$ cat config.mk
export PLATFORM = sky130hd
export DESIGN_NAME = axi_mst_bridge_flat
export DESIGN_NICKNAME = d
export VERILOG_FILES = /design/src/rtl/axi_mst_bridge_if.sv /design/src/rtl/axi_mst_bridge.sv /design/src/flat_wrapper.sv
export SDC_FILE = /design/constraint.sdc
export NUM_CORES = 1
export LEC_CHECK = 0
export ABC_AREA = 1
export CORE_AREA = 2 2 212 214
export CTS_BUF_LIST = sky130_fd_sc_hd__clkbuf_8
export DETAILED_ROUTE_END_ITERATION = 12
export DIE_AREA = 0 0 214 216
export PLACE_DENSITY = 0.53
export SLEW_MARGIN = 30
export SYNTH_ARGS = -nofsm -noshare
export SYNTH_HDL_FRONTEND = slang
export SYNTH_SLANG_ARGS = --single-unit
$ cat constraint.sdc
create_clock -name i_clk -period 4 [get_ports i_clk]
set_clock_uncertainty 0.05 [all_clocks]
set_input_delay 0.6 -clock i_clk [delete_from_list [all_inputs] [get_ports i_clk]]
set_output_delay 0.6 -clock i_clk [all_outputs]
set_load 0.02 [all_outputs]
$ cat src/rtl/axi_mst_bridge_if.sv
// System-bus width package and the bundled port interface of the AXI4 master
// bridge: AXI master channels plus the initiator request/write/response ports.
package types_amba_pkg;
    localparam int CFG_SYSBUS_ADDR_BITS  = 48;
    localparam int CFG_SYSBUS_DATA_BITS  = 64;
    localparam int CFG_SYSBUS_DATA_BYTES = CFG_SYSBUS_DATA_BITS / 8;
    localparam int CFG_SYSBUS_ID_BITS    = 5;
    localparam int CFG_SYSBUS_USER_BITS  = 1;

    typedef struct packed {
        logic [CFG_SYSBUS_ADDR_BITS-1:0] addr;
        logic [7:0]                      len;
        logic [2:0]                      size;
        logic [1:0]                      burst;
        logic                            lock;
        logic [3:0]                      cache;
        logic [2:0]                      prot;
        logic [3:0]                      qos;
        logic [3:0]                      region;
    } axi4_metadata_type;

    typedef struct packed {
        logic                             aw_valid;
        axi4_metadata_type                aw_bits;
        logic [CFG_SYSBUS_ID_BITS-1:0]    aw_id;
        logic [CFG_SYSBUS_USER_BITS-1:0]  aw_user;
        logic                             w_valid;
        logic [CFG_SYSBUS_DATA_BITS-1:0]  w_data;
        logic                             w_last;
        logic [CFG_SYSBUS_DATA_BYTES-1:0] w_strb;
        logic [CFG_SYSBUS_USER_BITS-1:0]  w_user;
        logic                             b_ready;
        logic                             ar_valid;
        axi4_metadata_type                ar_bits;
        logic [CFG_SYSBUS_ID_BITS-1:0]    ar_id;
        logic [CFG_SYSBUS_USER_BITS-1:0]  ar_user;
        logic                             r_ready;
    } axi4_master_out_type;

    typedef struct packed {
        logic                             aw_ready;
        logic                             w_ready;
        logic                             b_valid;
        logic [1:0]                       b_resp;
        logic [CFG_SYSBUS_ID_BITS-1:0]    b_id;
        logic [CFG_SYSBUS_USER_BITS-1:0]  b_user;
        logic                             ar_ready;
        logic                             r_valid;
        logic [1:0]                       r_resp;
        logic [CFG_SYSBUS_DATA_BITS-1:0]  r_data;
        logic                             r_last;
        logic [CFG_SYSBUS_ID_BITS-1:0]    r_id;
        logic [CFG_SYSBUS_USER_BITS-1:0]  r_user;
    } axi4_master_in_type;
endpackage

interface axi_mst_bridge_if;
    import types_amba_pkg::*;

    axi4_master_in_type                xmsti;
    axi4_master_out_type               xmsto;
    logic                              req_valid;
    logic                              req_ready;
    logic [CFG_SYSBUS_ADDR_BITS-1:0]   req_addr;
    logic                              req_write;
    logic [2:0]                        req_size;
    logic [7:0]                        req_len;
    logic [1:0]                        req_burst;
    logic [CFG_SYSBUS_ID_BITS-1:0]     req_id;
    logic [CFG_SYSBUS_USER_BITS-1:0]   req_user;
    logic                              wvalid;
    logic                              wready;
    logic [CFG_SYSBUS_DATA_BITS-1:0]   wdata;
    logic [CFG_SYSBUS_DATA_BYTES-1:0]  wstrb;
    logic                              resp_valid;
    logic                              resp_ready;
    logic [CFG_SYSBUS_DATA_BITS-1:0]   resp_rdata;
    logic                              resp_last;
    logic                              resp_err;

    // Bridge side: consumes requests and AXI slave channels.
    modport slave (
        input  xmsti, req_valid, req_addr, req_write, req_size, req_len,
               req_burst, req_id, req_user, wvalid, wdata, wstrb, resp_ready,
        output xmsto, req_ready, wready, resp_valid, resp_rdata, resp_last, resp_err
    );

    // Initiator plus AXI slave side.
    modport master (
        output xmsti, req_valid, req_addr, req_write, req_size, req_len,
               req_burst, req_id, req_user, wvalid, wdata, wstrb, resp_ready,
        input  xmsto, req_ready, wready, resp_valid, resp_rdata, resp_last, resp_err
    );
endinterface

$ cat src/rtl/axi_mst_bridge.sv
// AXI4 master adapter: one outstanding request/response transaction at a time
// mapped onto AR/R or AW/W/B, with a one-entry response register.
module axi_mst_bridge
    import types_amba_pkg::*;
(
    input logic             i_clk,
    input logic             i_nrst,
    axi_mst_bridge_if.slave bus
);
    typedef enum logic [2:0] {ST_IDLE, ST_AR, ST_R, ST_AW, ST_W, ST_B} state_e;

    state_e                            state_q;
    logic                              req_ready_q;
    logic [CFG_SYSBUS_ADDR_BITS-1:0]   addr_q;
    logic [2:0]                        size_q;
    logic [7:0]                        len_q;
    logic [1:0]                        burst_q;
    logic [CFG_SYSBUS_ID_BITS-1:0]     id_q;
    logic [CFG_SYSBUS_USER_BITS-1:0]   user_q;
    logic [7:0]                        cnt_q;
    logic                              ar_valid_q;
    logic                              aw_valid_q;
    logic                              w_valid_q;
    logic                              w_last_q;
    logic                              w_done_q;
    logic [CFG_SYSBUS_DATA_BITS-1:0]   w_data_q;
    logic [CFG_SYSBUS_DATA_BYTES-1:0]  w_strb_q;
    logic                              resp_valid_q;
    logic [CFG_SYSBUS_DATA_BITS-1:0]   resp_rdata_q;
    logic                              resp_last_q;
    logic                              resp_err_q;

    logic resp_free;
    logic r_ready_c;
    logic b_ready_c;
    logic wready_c;
    logic req_hs;
    logic w_load;
    logic w_hs;
    logic r_hs;
    logic b_hs;
    logic unused_in;

    // Response channels may only advance when the response register can take a beat.
    assign resp_free = !resp_valid_q || bus.resp_ready;
    assign r_ready_c = (state_q == ST_R) && resp_free;
    assign b_ready_c = (state_q == ST_B) && resp_free;
    // w_done_q blocks extra initiator beats once beat len has been buffered.
    assign wready_c  = (state_q == ST_W) && !w_done_q && (!w_valid_q || bus.xmsti.w_ready);
    assign req_hs    = bus.req_valid && req_ready_q;
    assign w_load    = bus.wvalid && wready_c;
    assign w_hs      = w_valid_q && bus.xmsti.w_ready;
    assign r_hs      = bus.xmsti.r_valid && r_ready_c;
    assign b_hs      = bus.xmsti.b_valid && b_ready_c;

    assign unused_in = ^{bus.xmsti.b_id, bus.xmsti.b_user, bus.xmsti.b_resp[0],
                         bus.xmsti.r_id, bus.xmsti.r_user, bus.xmsti.r_resp[0]};

    always_comb begin
        bus.xmsto                = '0;
        bus.xmsto.ar_valid       = ar_valid_q;
        bus.xmsto.ar_bits.addr   = addr_q;
        bus.xmsto.ar_bits.len    = len_q;
        bus.xmsto.ar_bits.size   = size_q;
        bus.xmsto.ar_bits.burst  = burst_q;
        bus.xmsto.ar_bits.cache  = 4'b0011;
        bus.xmsto.ar_id          = id_q;
        bus.xmsto.ar_user        = user_q;
        bus.xmsto.aw_valid       = aw_valid_q;
        bus.xmsto.aw_bits.addr   = addr_q;
        bus.xmsto.aw_bits.len    = len_q;
        bus.xmsto.aw_bits.size   = size_q;
        bus.xmsto.aw_bits.burst  = burst_q;
        bus.xmsto.aw_bits.cache  = 4'b0011;
        bus.xmsto.aw_id          = id_q;
        bus.xmsto.aw_user        = user_q;
        bus.xmsto.w_valid        = w_valid_q;
        bus.xmsto.w_data         = w_data_q;
        bus.xmsto.w_strb         = w_strb_q;
        bus.xmsto.w_last         = w_last_q;
        bus.xmsto.w_user         = user_q;
        bus.xmsto.r_ready        = r_ready_c;
        bus.xmsto.b_ready        = b_ready_c;
    end

    assign bus.req_ready  = req_ready_q;
    assign bus.wready     = wready_c;
    assign bus.resp_valid = resp_valid_q;
    assign bus.resp_rdata = resp_rdata_q;
    assign bus.resp_last  = resp_last_q;
    assign bus.resp_err   = resp_err_q;

    always_ff @(posedge i_clk or negedge i_nrst) begin
        if (!i_nrst) begin
            state_q      <= ST_IDLE;
            req_ready_q  <= 1'b1;
            addr_q       <= '0;
            size_q       <= '0;
            len_q        <= '0;
            burst_q      <= '0;
            id_q         <= '0;
            user_q       <= '0;
            cnt_q        <= '0;
            ar_valid_q   <= 1'b0;
            aw_valid_q   <= 1'b0;
            w_valid_q    <= 1'b0;
            w_last_q     <= 1'b0;
            w_done_q     <= 1'b0;
            w_data_q     <= '0;
            w_strb_q     <= '0;
            resp_valid_q <= 1'b0;
            resp_rdata_q <= '0;
            resp_last_q  <= 1'b0;
            resp_err_q   <= 1'b0;
        end else begin
            // A new beat loading the response register wins over a drain.
            if (r_hs) begin
                resp_valid_q <= 1'b1;
                resp_rdata_q <= bus.xmsti.r_data;
                resp_last_q  <= bus.xmsti.r_last;
                resp_err_q   <= bus.xmsti.r_resp[1];
            end else if (b_hs) begin
                resp_valid_q <= 1'b1;
                resp_rdata_q <= '0;
                resp_last_q  <= 1'b1;
                resp_err_q   <= bus.xmsti.b_resp[1];
            end else if (bus.resp_ready) begin
                resp_valid_q <= 1'b0;
            end

            unique case (state_q)
                ST_IDLE: begin
                    if (req_hs) begin
                        addr_q      <= bus.req_addr;
                        size_q      <= bus.req_size;
                        len_q       <= bus.req_len;
                        burst_q     <= bus.req_burst;
                        id_q        <= bus.req_id;
                        user_q      <= bus.req_user;
                        cnt_q       <= '0;
                        w_done_q    <= 1'b0;
                        req_ready_q <= 1'b0;
                        if (bus.req_write) begin
                            aw_valid_q <= 1'b1;
                            state_q    <= ST_AW;
                        end else begin
                            ar_valid_q <= 1'b1;
                            state_q    <= ST_AR;
                        end
                    end
                end
                ST_AR: begin
                    if (bus.xmsti.ar_ready) begin
                        ar_valid_q <= 1'b0;
                        state_q    <= ST_R;
                    end
                end
                ST_R: begin
                    if (r_hs && bus.xmsti.r_last) begin
                        req_ready_q <= 1'b1;
                        state_q     <= ST_IDLE;
                    end
                end
                ST_AW: begin
                    if (bus.xmsti.aw_ready) begin
                        aw_valid_q <= 1'b0;
                        state_q    <= ST_W;
                    end
                end
                ST_W: begin
                    if (w_hs) begin
                        w_valid_q <= 1'b0;
                    end
                    if (w_load) begin
                        w_valid_q <= 1'b1;
                        w_data_q  <= bus.wdata;
                        w_strb_q  <= bus.wstrb;
                        w_last_q  <= (cnt_q == len_q);
                        cnt_q     <= cnt_q + 8'd1;
                        if (cnt_q == len_q) begin
                            w_done_q <= 1'b1;
                        end
                    end
                    if (w_hs && w_last_q) begin
                        state_q <= ST_B;
                    end
                end
                ST_B: begin
                    if (b_hs) begin
                        req_ready_q <= 1'b1;
                        state_q     <= ST_IDLE;
                    end
                end
                default: begin
                    state_q <= ST_IDLE;
                end
            endcase
        end
    end
endmodule

$ cat src/flat_wrapper.sv
// flat-port wrapper written by rule: the top's interface ports become plain ports
module axi_mst_bridge_flat import types_amba_pkg::*;
  (i_clk, i_nrst, bus_xmsti, bus_req_valid, bus_req_addr, bus_req_write, bus_req_size, bus_req_len, bus_req_burst, bus_req_id, bus_req_user, bus_wvalid, bus_wdata, bus_wstrb, bus_resp_ready, bus_xmsto, bus_req_ready, bus_wready, bus_resp_valid, bus_resp_rdata, bus_resp_last, bus_resp_err);
  axi_mst_bridge_if bus_i ();
  input logic i_clk;
  input logic i_nrst;
  input wire logic [$bits(bus_i.xmsti)-1:0] bus_xmsti;
  input wire logic [$bits(bus_i.req_valid)-1:0] bus_req_valid;
  input wire logic [$bits(bus_i.req_addr)-1:0] bus_req_addr;
  input wire logic [$bits(bus_i.req_write)-1:0] bus_req_write;
  input wire logic [$bits(bus_i.req_size)-1:0] bus_req_size;
  input wire logic [$bits(bus_i.req_len)-1:0] bus_req_len;
  input wire logic [$bits(bus_i.req_burst)-1:0] bus_req_burst;
  input wire logic [$bits(bus_i.req_id)-1:0] bus_req_id;
  input wire logic [$bits(bus_i.req_user)-1:0] bus_req_user;
  input wire logic [$bits(bus_i.wvalid)-1:0] bus_wvalid;
  input wire logic [$bits(bus_i.wdata)-1:0] bus_wdata;
  input wire logic [$bits(bus_i.wstrb)-1:0] bus_wstrb;
  input wire logic [$bits(bus_i.resp_ready)-1:0] bus_resp_ready;
  output wire logic [$bits(bus_i.xmsto)-1:0] bus_xmsto;
  output wire logic [$bits(bus_i.req_ready)-1:0] bus_req_ready;
  output wire logic [$bits(bus_i.wready)-1:0] bus_wready;
  output wire logic [$bits(bus_i.resp_valid)-1:0] bus_resp_valid;
  output wire logic [$bits(bus_i.resp_rdata)-1:0] bus_resp_rdata;
  output wire logic [$bits(bus_i.resp_last)-1:0] bus_resp_last;
  output wire logic [$bits(bus_i.resp_err)-1:0] bus_resp_err;
  assign bus_i.xmsti = bus_xmsti;
  assign bus_i.req_valid = bus_req_valid;
  assign bus_i.req_addr = bus_req_addr;
  assign bus_i.req_write = bus_req_write;
  assign bus_i.req_size = bus_req_size;
  assign bus_i.req_len = bus_req_len;
  assign bus_i.req_burst = bus_req_burst;
  assign bus_i.req_id = bus_req_id;
  assign bus_i.req_user = bus_req_user;
  assign bus_i.wvalid = bus_wvalid;
  assign bus_i.wdata = bus_wdata;
  assign bus_i.wstrb = bus_wstrb;
  assign bus_i.resp_ready = bus_resp_ready;
  assign bus_xmsto = bus_i.xmsto;
  assign bus_req_ready = bus_i.req_ready;
  assign bus_wready = bus_i.wready;
  assign bus_resp_valid = bus_i.resp_valid;
  assign bus_resp_rdata = bus_i.resp_rdata;
  assign bus_resp_last = bus_i.resp_last;
  assign bus_resp_err = bus_i.resp_err;
  axi_mst_bridge u_core (.i_clk(i_clk), .i_nrst(i_nrst), .bus(bus_i));
endmodule
### After elaboration in Yosys (flattened, before gate mapping)

Cells that the tools add are included.

| word-level totals | value |
|---|---|
| flip-flop bits (word level) | 223 |
| input port bits | 231 |
| output and inout bits | 314 |
| word-level logic and storage cells | 106 |

| cells by class | value |
|---|---|
| add/sub/neg operators | 1 |
| equal/unequal tests | 16 |
| multiplexer cells | 36 |
| reductions and logical operators | 33 |

Operators with widths:

| operator | number |
|---|---|
| 64-bit 2-to-1 mux | 2 |
| 1-bit 2-to-1 mux | 19 |
| 3-bit 2-to-1 mux | 6 |
| 3-bit case mux with 6 select lines | 1 |
| 8-bit 2-to-1 mux | 2 |
| 8-bit case mux with 2 select lines | 1 |
| 4-bit AND reduction | 4 |
| 2-bit inequality test (second input constant) | 7 |
| 1-bit logical AND | 11 |
| 2-bit nonzero test | 5 |
| 8-bit by 1-bit adder with 8-bit output (second input constant) | 1 |
| 8-bit == test | 1 |
| 3-bit by 2-bit == test with 1-bit output (second input constant) | 2 |
| 3-bit == test (second input constant) | 2 |
| 2-bit by 1-bit inequality test with 1-bit output (second input constant) | 3 |
| 1-bit case mux with 2 select lines | 3 |
| 2-bit AND reduction | 3 |
| 6-bit AND reduction | 1 |
| 3-bit nonzero test | 2 |
| 3-bit by 1-bit == test with 1-bit output (second input constant) | 1 |
| 1-bit zero test | 3 |
| 3-bit zero test | 1 |
| 1-bit case mux with 3 select lines | 1 |
| 3-bit AND reduction | 1 |
| other kinds (2) | 3 |

### Depth between registers and ports, before layout

| depth | value |
|---|---|
| depth after elaboration | 7 |
| depth in mapped cells | 11 |
| depth with buffers taken out | 9 |

### Worst setup path after synthesis

Ideal clock, no wire load.

| path | value |
|---|---|
| path kind | input port to output port |
| from | in bus_resp_ready |
| to | out bus_xmsto[85] |
| arrival | 1.046 ns |
| data required time | 3.350 ns |
| slack | 2.304 ns |
| cell stages on the path | 5 |
| buffers on the path | 1 |
| cell sequence | inv_1 -> nand2_1 -> inv_1 -> nor2_1 -> buf_4 |

| between the ends | value |
|---|---|
| cells in the longest elaborated chain, start to end | 2 |

RTL lines:

| element | RTL line | text |
|---|---|---|
| start: declaration | flat_wrapper.sv:19 | `input wire logic [$bits(bus_i.resp_ready)-1:0] bus_resp_ready;` |
| 1-bit logical OR | axi_mst_bridge.sv:45 | `assign resp_free = !resp_valid_q \|\| bus.resp_ready;` |
| 1-bit logical AND | axi_mst_bridge.sv:47 | `assign b_ready_c = (state_q == ST_B) && resp_free;` |
| end: declaration | flat_wrapper.sv:20 | `output wire logic [$bits(bus_i.xmsto)-1:0] bus_xmsto;` |

No other way between the ends.

### Final worst setup path

| path | value |
|---|---|
| from | reg u_core.state_q[1] |
| to | out bus_wready |

| between the ends | value |
|---|---|
| cells in the longest elaborated chain, start to end | 3 |

RTL lines:

| element | RTL line | text |
|---|---|---|
| start: declaration | axi_mst_bridge.sv:12 | `state_e state_q;` |
| start signal: assignment | axi_mst_bridge.sv:95 | `state_q <= ST_IDLE;` |
| start signal: assignment | axi_mst_bridge.sv:145 | `state_q <= ST_AW;` |
| start signal: assignment | axi_mst_bridge.sv:148 | `state_q <= ST_AR;` |
| 3-bit == test | axi_mst_bridge.sv:49 | `assign wready_c = (state_q == ST_W) && !w_done_q && (!w_valid_q \|\| bus.xmsti.w_ready);` |
| 1-bit logical AND (2 in series) | axi_mst_bridge.sv:49 |  |
| end: declaration | flat_wrapper.sv:22 | `output wire logic [$bits(bus_i.wready)-1:0] bus_wready;` |

No other way between the ends.

==> impl_metrics.json <==
{
  "die_x_um": 214,
  "slowest_stage": "clkdlybuf4s50_1",
  "timing.rr.end": "u_core.w_data_q[6]",
  "pre_cts_ws_ns": 1.15,
  "setup_ws_ns": 1.09,
  "pwr-share-seq_pct": 32.1,
  "p_leak_uw": 0.00749,
  "p_clk_share_pct": 19.2,
  "grt_start_max_net_pins": 97,
  "path_cells": "nor2_2, nand2_2, nor2_2, clkdlybuf4s50_1",
  "die_area_um2": 46200,
  "grt_setup_unrepaired": "false",
  "combinationalPowerShare_pct": 48.6,
  "clkTransAtPathRegs_ns": 0.06,
  "rows": 77,
  "clkSinkCount": 223,
  "area_delta_synth_final_pct": 59.1,
  "drc": 0,
  "synthCells": 1143,
  "r2r_cells": 6,
  "maxCapViolations": 0,
  "clk_latency_ns": 0.58,
  "cts_tree": "yes",
  "p_per_area_nw_per_um2": 789,
  "slew_viol_final": 0,
  "seq_area_frac_synth_pct": 57.4,
  "grt_pass1_vias": 8910,
  "finalHoldViolCount": 0,
  "grt_pass1_wl_um": 51900,
  "grt_use_total_pct": 14.3,
  "hold_class": "input pin to async pin",
  "port_buffers": 498,
  "cp.required_ns": 3.35,
  "dr_total_vias": 8609,
  "clockBufferDepth": 3,
  "crit_type": "flip-flop to primary output",
  "coreArea_um2": 43800,
  "overflow": 0,
  "drt_first_pass_iters": 4,
  "num_antenna_cells": 0,
  "drt_iter0_markers": 484,
  "critical-path-max-stage-delay_ns": 0.67,
  "floorplan.initialDensity_pct": 22.2,
  "r2r-start": "u_core.state_q[1]",
  "hpwl_um": 24700,
  "final_common_cell": "nand2_1",
  "root_buffer": "clkbuf_8",
  "yosysUniqueCellTypes": 25,
  "max_slew_margin_pct": 36.9,
  "holdBufCountCts": 0,
  "antenna_found_initial": 3,
  "yosys_warnings": 0,
  "worst_pin_slew_ns": 0.944,
  "status": "finished, final reports clean",
  "fmax_mhz": 343,
  "end_kind": "primary output",
  "globalplace.congestion": 0.774,
  "ant_nets": 0,
  "layout.nets": 1805,
  "ios": 545,
  "synth_seq_cells": 223,
  "final_cell_mix": "668 x nand2_1, 497 x clkdlybuf4s50_1, 222 x dfrtp_1",
  "crit_fanout": 7,
  "avgSynthCellArea_um2": 8.51,
  "crit_path_frequent_cell": "nor2_2",
  "ir_drop_mv": 0.347,
  "switching_share_pct": 40.2,
  "critical_path_arrival_ns": 2.26,
  "critPathLaunchType": "flip-flop",
  "fin_crit_sh_pct": 72.8,
  "syn_area_um2": 9730,
  "internal_power_uw": 7300,
  "tns_ns": 0,
  "post_cts_buffers": 0,
  "setup_violations": 0,
  "switching_power_uw": 4910,
  "wl_per_cell_um": 15.3,
  "fin_crit_ns": 2.91,
  "cts_buffers": 44,
  "drive_above_1_share_pct": 5.50,
  "h-tree-depth": 2,
  "cts-resized-gates": 0,
  "via_per_inst": 3.93,
  "regToRegSetupSlack_ns": 1.75,
  "totalWireLength_um": 33600,
  "die_h_um": 216
}
## power groups by stage
stage | Sequential (uW) | Clock (uW) | Combinational, uW
after floorplan | 4900 | 0 | 2240
after global placement | 3920 | 0 | 6000
after detailed placement | 3940 | 0 | 6030
after CTS | 3940 | 2450 | 6040
after global routing | 4060 | 2560 | 6400
final | 3920 | 2350 | 5940
## layout make-up
cell class              count  area (um2)
repair buffers            507        5130
fillers                  4590       28400
clock buffers              52         716
multi-input cells         771        3040
clock inverters            20         166
flip-flops and latches    223        5580
inverters                  26        97.6
well taps                 592         741
## routing by layer
layer,track usage (%),routed length [um],up-vias
met1,15.9,13000,3971
li1,-,-,4175
met5,0,41,-
met2,24.3,16000,396
met3,6.75,3750,61
met4,4.52,821,6
## synth_stat cells
cell type / instances / share of area (%)
o21ai_1: 2 / 0.10
nor3_2: 1 / 0.10
buf_6: 14 / 1.6
clkbuf_1: 2 / 0.077
dfrtp_1: 222 / 57
dfstp_2: 1 / 0.27
nor2_1: 14 / 0.54
nand3_2: 1 / 0.10
nor3_1: 2 / 0.10
conb_1: 2 / 0.077
nand2_2: 4 / 0.26
a211oi_1: 1 / 0.077
xor2_1: 4 / 0.36
inv_2: 4 / 0.15
nand3_1: 13 / 0.67
xnor2_1: 4 / 0.36
nand2_1: 669 / 26
a31oi_1: 1 / 0.064
o21ai_0: 13 / 0.67
buf_4: 114 / 8.8
inv_1: 22 / 0.85
ha_1: 1 / 0.13
a21oi_1: 6 / 0.31
nor2_2: 3 / 0.19
buf_2: 23 / 1.2
## logic make-up (layout without fill, tap and decap cells)
logic type / after synthesis / count (layout) / share of synthesized area (%)
and+or+nand+nor: 707 / 707 / 27.8
xor gates and xnor gates: 8 / 8 / 0.720
buffers and inverters: 179 / 605 / 12.7
DFF: 223 / 223 / 57.4
other: 2 / 32 / 0.0772
AOI/OAI and AO/OA: 23 / 23 / 1.22
adders and majority gates: 1 / 1 / 0.129
## worst max-delay path, delay by kind of cell, from the launching register on
family / cells / cell delay, ns
buffers and inverters: 1 / 0.67
and+or+nand+nor: 3 / 0.54
DFF: 1 / 0.47
## flip-flops by register name (all words and copies together) (netlist names), 3 cells and up
| name | count |
|---|---|
| u_core.size_q | 3 |
| u_core.cnt_q | 8 |
| u_core.bus.resp_rdata | 64 |
| u_core.state_q | 3 |
| u_core.w_strb_q | 8 |
| u_core.w_data_q | 64 |
| u_core.addr_q | 48 |
| u_core.len_q | 8 |
| u_core.id_q | 5 |
## worst max path at each step
stage,from,cells after the start,to
6_report,u_core.state_q[1],4,bus_wready
3_5_place_dp,bus_resp_ready,6,bus_xmsto[85]
2_1_floorplan,bus_resp_ready,5,bus_xmsto[85]
4_1_cts,u_core.state_q[1],4,bus_wready
3_3_place_gp,bus_resp_ready,6,bus_xmsto[85]
5_1_grt,u_core.state_q[1],4,bus_wready
## per-stage QoR
| stage | total power [uW] | instance area [um2] | hold slack, ns | util, % | std cells |
|---|---|---|---|---|---|
| 6_report | 12200 | 15500 | 0.0218 | 35.3 | 2191 |
| 5_1_grt | 13000 | 15500 | 0.0365 | 35.3 | 2191 |
| 4_1_cts | 12400 | 15500 | 0.0118 | 35.3 | 2191 |
| 3_5_place_dp | 9980 | 14600 | 0.408 | 33.3 | 2119 |
| 3_3_place_gp | 9920 | 14600 | 0.403 | 33.3 | 2119 |
| 2_1_floorplan | 7140 | 9840 | 0.254 | - | 1173 |
(Power assumes the default switching activity.)
